## config.mk

```make
export PLATFORM = sky130hd
export DESIGN_NAME = idct_coef_loader_flat
export DESIGN_NICKNAME = d
export VERILOG_FILES = /design/src/rtl/idct_coef_loader_if.sv /design/src/rtl/idct_coef_loader.sv /design/src/flat_wrapper.sv
export SDC_FILE = /design/constraint.sdc
export NUM_CORES = 2
export LEC_CHECK = 0
export CAP_MARGIN = 20
export CORE_MARGIN = 2
export CORE_UTILIZATION = 30
export DETAILED_ROUTE_END_ITERATION = 10
export DONT_BUFFER_PORTS = 1
export PLACE_DENSITY = 0.47
export SYNTH_ARGS = -nofsm -noshare
export SYNTH_HDL_FRONTEND = slang
export SYNTH_SLANG_ARGS = --single-unit
```

## constraint.sdc

```tcl
create_clock -name clk -period 10.35 [get_ports clk]
set_input_delay 2.07 -clock clk [delete_from_list [all_inputs] [get_ports clk]]
set_output_delay 2.07 -clock clk [all_outputs]
set_load 0.02 [all_outputs]
```

## src/rtl/idct_coef_loader_if.sv

```systemverilog
// Coefficient stream, quantization-table write port and published block bus
// between the entropy decoder side and the IDCT coefficient loader.
interface idct_coef_loader_if #(
  parameter int unsigned WQ  = 11,
  parameter int unsigned WT  = 8,
  parameter int unsigned WIN = 12
) ();
  logic [WQ-1:0]     in_data;
  logic              in_valid;
  logic              in_eob;
  logic              in_ready;
  logic              q_we;
  logic [5:0]        q_addr;
  logic [WT-1:0]     q_data;
  logic [64*WIN-1:0] x;
  logic              out_valid;

  modport master (
    output in_data, in_valid, in_eob, q_we, q_addr, q_data,
    input  in_ready, x, out_valid
  );

  modport slave (
    input  in_data, in_valid, in_eob, q_we, q_addr, q_data,
    output in_ready, x, out_valid
  );
endinterface

```

## src/rtl/idct_coef_loader.sv

```systemverilog
// Dequantizes a zigzag-ordered coefficient stream, de-zigzags it into an 8x8
// raster buffer and publishes each completed block on a flat bus for the IDCT.
module idct_coef_loader #(
  parameter int unsigned WQ  = 11,
  parameter int unsigned WT  = 8,
  parameter int unsigned WIN = 12
) (
  input logic               clk,
  input logic               rst_n,
  idct_coef_loader_if.slave bus
);

  localparam int unsigned NCOEF = 64;
  localparam int unsigned WP    = WQ + WT + 1;
  localparam int unsigned WX    = NCOEF * WIN;

  localparam logic [5:0] ZZ [NCOEF] = '{
    6'd0,  6'd1,  6'd8,  6'd16, 6'd9,  6'd2,  6'd3,  6'd10,
    6'd17, 6'd24, 6'd32, 6'd25, 6'd18, 6'd11, 6'd4,  6'd5,
    6'd12, 6'd19, 6'd26, 6'd33, 6'd40, 6'd48, 6'd41, 6'd34,
    6'd27, 6'd20, 6'd13, 6'd6,  6'd7,  6'd14, 6'd21, 6'd28,
    6'd35, 6'd42, 6'd49, 6'd56, 6'd57, 6'd50, 6'd43, 6'd36,
    6'd29, 6'd22, 6'd15, 6'd23, 6'd30, 6'd37, 6'd44, 6'd51,
    6'd58, 6'd59, 6'd52, 6'd45, 6'd38, 6'd31, 6'd39, 6'd46,
    6'd53, 6'd60, 6'd61, 6'd54, 6'd47, 6'd55, 6'd62, 6'd63
  };

  logic                ready_en_q;
  logic [5:0]          zz_q, zz_d;
  logic [WT-1:0]       q_tbl_q [NCOEF];

  logic                s1_valid_q, s1_valid_d;
  logic                s1_last_q, s1_last_d;
  logic [5:0]          s1_pos_q, s1_pos_d;
  logic [WIN-1:0]      s1_val_q, s1_val_d;

  logic [WIN-1:0]      buf_q [NCOEF];
  logic [NCOEF-1:0]    mask_q, mask_d;
  logic                pub_q, pub_d;
  logic [WX-1:0]       x_q, x_d;
  logic                out_valid_q, out_valid_d;

  logic                in_ready_c;
  logic                accept_c;
  logic                last_c;
  logic [5:0]          pos_c;
  logic signed [WQ-1:0] in_s_c;
  logic signed [WT:0]  q_s_c;
  logic signed [WP-1:0] prod_c;
  logic [WIN-1:0]      sat_c;
  logic [NCOEF-1:0]    bit_c;

  // Table writes win the cycle; the loader is held off until reset has released.
  assign in_ready_c = ready_en_q & ~bus.q_we;
  assign accept_c   = bus.in_valid & in_ready_c;

  // Stage 1: raster position, full-width dequantization and saturation.
  always_comb begin
    pos_c  = ZZ[zz_q];
    last_c = bus.in_eob | (zz_q == 6'd63);
    in_s_c = signed'(bus.in_data);
    q_s_c  = signed'({1'b0, q_tbl_q[pos_c]});
    prod_c = WP'(in_s_c) * WP'(q_s_c);
    if (prod_c[WP-1:WIN-1] == {(WP-WIN+1){prod_c[WP-1]}}) begin
      sat_c = prod_c[WIN-1:0];
    end else if (prod_c[WP-1]) begin
      sat_c = {1'b1, {(WIN-1){1'b0}}};
    end else begin
      sat_c = {1'b0, {(WIN-1){1'b1}}};
    end

    zz_d       = zz_q;
    s1_valid_d = accept_c;
    s1_last_d  = accept_c & last_c;
    s1_pos_d   = s1_pos_q;
    s1_val_d   = s1_val_q;
    if (accept_c) begin
      zz_d     = last_c ? 6'd0 : zz_q + 6'd1;
      s1_pos_d = pos_c;
      s1_val_d = sat_c;
    end
  end

  // Stage 2 and publish: a write landing on the publish edge starts the next mask.
  always_comb begin
    bit_c       = s1_valid_q ? (NCOEF'(1) << s1_pos_q) : '0;
    pub_d       = s1_valid_q & s1_last_q;
    mask_d      = pub_q ? bit_c : (mask_q | bit_c);
    out_valid_d = pub_q;
    x_d         = x_q;
    if (pub_q) begin
      for (int unsigned r = 0; r < NCOEF; r++) begin
        x_d[r*WIN +: WIN] = mask_q[r] ? buf_q[r] : '0;
      end
    end
  end

  always_ff @(posedge clk or negedge rst_n) begin
    if (!rst_n) begin
      ready_en_q  <= 1'b0;
      zz_q        <= '0;
      s1_valid_q  <= 1'b0;
      s1_last_q   <= 1'b0;
      s1_pos_q    <= '0;
      s1_val_q    <= '0;
      mask_q      <= '0;
      pub_q       <= 1'b0;
      x_q         <= '0;
      out_valid_q <= 1'b0;
    end else begin
      ready_en_q  <= 1'b1;
      zz_q        <= zz_d;
      s1_valid_q  <= s1_valid_d;
      s1_last_q   <= s1_last_d;
      s1_pos_q    <= s1_pos_d;
      s1_val_q    <= s1_val_d;
      mask_q      <= mask_d;
      pub_q       <= pub_d;
      x_q         <= x_d;
      out_valid_q <= out_valid_d;
    end
  end

  // Reset restores identity dequantization.
  always_ff @(posedge clk or negedge rst_n) begin
    if (!rst_n) begin
      for (int unsigned i = 0; i < NCOEF; i++) begin
        q_tbl_q[i] <= WT'(1);
      end
    end else if (bus.q_we) begin
      q_tbl_q[bus.q_addr] <= bus.q_data;
    end
  end

  // Stale entries are masked off at publish, so the buffer needs no reset.
  always_ff @(posedge clk) begin
    if (s1_valid_q) begin
      buf_q[s1_pos_q] <= s1_val_q;
    end
  end

  assign bus.in_ready  = in_ready_c;
  assign bus.x         = x_q;
  assign bus.out_valid = out_valid_q;

endmodule

```

## src/flat_wrapper.sv

```systemverilog
// flat-port wrapper written by rule: the top's interface ports become plain ports
module idct_coef_loader_flat 
#(
  parameter int unsigned WQ  = 11,
  parameter int unsigned WT  = 8,
  parameter int unsigned WIN = 12
)
  (clk, rst_n, bus_in_data, bus_in_valid, bus_in_eob, bus_q_we, bus_q_addr, bus_q_data, bus_in_ready, bus_x, bus_out_valid);
  idct_coef_loader_if #(.WQ(WQ), .WT(WT), .WIN(WIN)) bus_i ();
  input logic clk;
  input logic rst_n;
  input wire logic [$bits(bus_i.in_data)-1:0] bus_in_data;
  input wire logic [$bits(bus_i.in_valid)-1:0] bus_in_valid;
  input wire logic [$bits(bus_i.in_eob)-1:0] bus_in_eob;
  input wire logic [$bits(bus_i.q_we)-1:0] bus_q_we;
  input wire logic [$bits(bus_i.q_addr)-1:0] bus_q_addr;
  input wire logic [$bits(bus_i.q_data)-1:0] bus_q_data;
  output wire logic [$bits(bus_i.in_ready)-1:0] bus_in_ready;
  output wire logic [$bits(bus_i.x)-1:0] bus_x;
  output wire logic [$bits(bus_i.out_valid)-1:0] bus_out_valid;
  assign bus_i.in_data = bus_in_data;
  assign bus_i.in_valid = bus_in_valid;
  assign bus_i.in_eob = bus_in_eob;
  assign bus_i.q_we = bus_q_we;
  assign bus_i.q_addr = bus_q_addr;
  assign bus_i.q_data = bus_q_data;
  assign bus_in_ready = bus_i.in_ready;
  assign bus_x = bus_i.x;
  assign bus_out_valid = bus_i.out_valid;
  idct_coef_loader #(.WQ(WQ), .WT(WT), .WIN(WIN)) u_core (.clk(clk), .rst_n(rst_n), .bus(bus_i));
endmodule
```

==> flow_metrics.py <==
metrics = {
    "run_status": {
        "outcome": "completed",
    },
    "cts": {
        "cts_tree": "built",
        "cts_buffers": 238,
        "clk_pin_slew_ps": 60,
        "cts_hold_buf": 0,
        "clock_sinks": 2141,
        "clockRootBuffer": "clkbuf_16",
        "post-cts-setup-buffer-count": 0,
        "cts_resized": 0,
        "htreeDepth": 4,
        "cts_buffer_depth": 4,
        "clock_latency_ps": 930,
    },
    "synth": {
        "yosys.cell_types.count": 79,
        "synth_flop_cell": "dfrtp_1",
        "synth-compound-area-share_pct": 7.63,
        "synthMuxAreaShare_pct": 10.4,
        "syn_avg_cell_area_sq_um": 12.4,
        "synth-seq-area-share_pct": 66.7,
        "synth-xor-area-share_pct": 0.163,
        "netlist_instances": 6931,
        "yosysWarnings": 0,
        "synth-seq-cells": 2141,
        "syn_area_sq_um": 86200,
        "synth_nets": 7086,
        "synth_fa_ha_area_share_pct": 2.44,
        "ys_async_sr_fraction_pct": 64.1,
        "synth-simple-area-share_pct": 6.59,
        "synth_top_family_by_area": "multiplexers",
        "synth_edf_count": 768,
    },
    "routing": {
        "wl_per_cell_microns": 25.0,
        "ant_nets": 0,
        "first_pass_iters": 5,
        "vias_per_cell": 4.72,
        "wirelength_microns": 274000,
        "drc": 0,
        "num_vias": 51659,
        "drtIter0Drc": 4205,
    },
    "worst_hold_path": {
        "min_path_type": "flop to flop",
    },
    "timing": {
        "clock_skew_ps": 111,
        "setup_viol": 0,
        "timing.setup.tns_ps": 0,
        "hold_viol_final": 0,
        "slew_headroom_pct": 6.52,
        "period_share_pct": 92.3,
        "period_needed_ps": 9550,
        "drv_slew": 0,
        "fmax_mhz": 105,
        "worst_slew_pin_slew_ps": 1400,
        "rsz0062_at_grt": "false",
    },
    "pwr": {
        "power.share.clock_pct": 33.9,
        "p_leak_nw": 39.7,
        "pwr-share-seq_pct": 41.0,
        "power.density_nw_per_um2": 256,
        "vdd_ir_drop_max_v": 0.000307,
        "combPwrFrac_pct": 25.1,
        "total_power_mw": 25.4,
        "p_sw_mw": 8.27,
        "p_int_mw": 17.1,
        "sw_frac_of_total_pct": 32.6,
    },
    "cells_and_area": {
        "final_common_cell": "dfrtp_1",
        "layout-drive-gt1-share_pct": 16.1,
        "area_growth_pct": 14.7,
        "nets": 7120,
        "layout_common_cells": "dfrtp_1 (1296), inv_1 (961), nand2_1 (939)",
    },
    "critical_path": {
        "cp.required_ps": 11080,
        "critPathSlowestCell": "o21a_4",
        "worstSetupStartpointType": "flop",
        "critPathCaptureType": "flop",
        "rrSetupSlack_ps": 800,
        "max_stage_delay_ps": 670,
        "path_class": "flop to flop",
        "critPathArrivalTime_ps": 10280,
        "path_common_cell": "inv_1",
        "critPathMaxFanout": 33,
    },
    "global_route": {
        "grt_max_degree": 246,
        "overflow": 0,
        "antenna_found_initial": 8,
        "grt_pass1_vias": 52517,
        "grt_usage_pct": 18.4,
        "grt_pass1_wl_microns": 395000,
    },
    "die": {
        "io_pins": 800,
        "fp.dieH_microns": 540,
        "core_area_sq_um": 285000,
        "dieArea_sq_um": 292000,
        "die_w_microns": 540,
        "rows": 196,
        "initial_utilization_pct": 30.2,
    },
    "place": {
        "routabilityCongestion": 0.829,
        "post-dp-hpwl_microns": 181000,
        "portBuffers": 0,
    },
    "flow_run": {
        "drv_cap": 0,
    },
}
[sequential cells by signal (all words and copies together) (netlist names)]
signal                count
u_core.buf_q            768
u_core.bus.x            768
u_core.q_tbl_q          512
u_core.mask_q            64
u_core.s1_val_q          12
u_core.s1_pos_q           6
u_core.zz_q               6
u_core.bus.out_valid      1
u_core.out_valid_d        1
u_core.ready_en_q         1
u_core.s1_last_q          1
u_core.s1_valid_q         1
[cells in the mapped netlist (13+ instances only)]
cell type,instances,area [sq um]
clkbuf_1,285,1070
dfrtp_1,1309,32800
o22ai_1,109,682
o211ai_1,34,255
mux2_2,516,5810
ha_1,53,663
a22oi_1,52,390
o21ai_0,798,3990
buf_6,19,214
mux2i_1,308,3080
and2_1,91,569
nand3_1,58,290
dfstp_2,64,1680
nand2_1,939,3520
buf_2,30,150
nand4_1,13,81.3
nor2_1,138,518
nand2b_1,19,119
a22o_1,27,236
xnor2_1,15,131
inv_1,961,3610
buf_4,24,180
a21oi_1,42,210
edfxtp_1,768,23100
fa_1,72,1440
[power by group through the flow]
| stage | Combinational, mW | Clock, mW | Sequential (mW) |
|---|---|---|---|
| 2_1_floorplan | 4.18 | 0 | 10.3 |
| 3_3_place_gp | 6.37 | 0 | 10.6 |
| 3_5_place_dp | 6.38 | 0 | 10.6 |
| 4_1_cts | 6.41 | 8.82 | 10.4 |
| 5_1_grt | 7.08 | 9.15 | 10.5 |
| 6_report | 6.36 | 8.60 | 10.4 |
[per-layer routing]
metal | track usage, % | part of all wire [%]
met3 | 5.79 | 8.2
met1 | 22.9 | 41
met4 | 4.69 | 2.6
met5 | 0 | 0
met2 | 30.7 | 48
[worst max-delay path: cells and delay by family (launching register included)]
kind | cells | cell delay [ps]
buffers and inverters | 8 | 1310
adder cells (fa/ha/maj) | 6 | 3030
flip-flops | 1 | 560
multiplexers | 1 | 80
AND/OR/NAND/NOR | 5 | 1280
XOR/XNOR | 1 | 140
AO/OA/AOI/OAI | 10 | 2960
[final cells by class]
type	count	area (sq um)
Fill cell	28191	187000
Multi-Input combinational cell	3459	23500
Clock buffer	341	6690
Tap cell	3762	4710
Antenna cell	2	5.00
Inverter	963	3610
Sequential cell	2141	57500
Timing Repair Buffer	162	1560
Clock inverter	107	1260
[kinds of logic after synthesis]
kind of cell	count (synthesis)
flops	2141
simple gates	1338
buf+inv	1331
compound gates	1152
mux	827
fa+ha+maj	125
xor+xnor	16
other cells	1
[worst paths after layout]
check,from,end,cells past startpoint
max,u_core.zz_q[1]$_DFFE_PN0P_,u_core.s1_val_q[0]$_DFFE_PN0P_,31
min in group asynchronous,rst_n,u_core.ready_en_q$_DFF_PN0_,0
max reg2reg,u_core.zz_q[1]$_DFFE_PN0P_,u_core.s1_val_q[0]$_DFFE_PN0P_,31
min reg2reg,u_core.buf_q[37][2]$_DFFE_PP_,u_core.bus.x[446]$_DFFE_PN0P_,2
min,u_core.buf_q[37][2]$_DFFE_PP_,u_core.bus.x[446]$_DFFE_PN0P_,2
max in group asynchronous,rst_n,u_core.bus.x[453]$_DFFE_PN0P_,4
[metrics by stage]
stage | hold WS, ps | setup slack (ps) | area, sq um | utilization (%) | std cells
4_1_cts | 346 | 728 | 98600 | 34.5 | 10909
3_5_place_dp | 434 | 810 | 90600 | 31.8 | 10461
2_1_floorplan | 352 | 2140 | 86200 | - | 6931
6_report | 340 | 799 | 98900 | 34.6 | 10937
5_1_grt | 352 | 22.6 | 98900 | 34.6 | 10936
3_3_place_gp | 431 | 937 | 90600 | 31.7 | 10455
(Power assumes the default switching activity.)
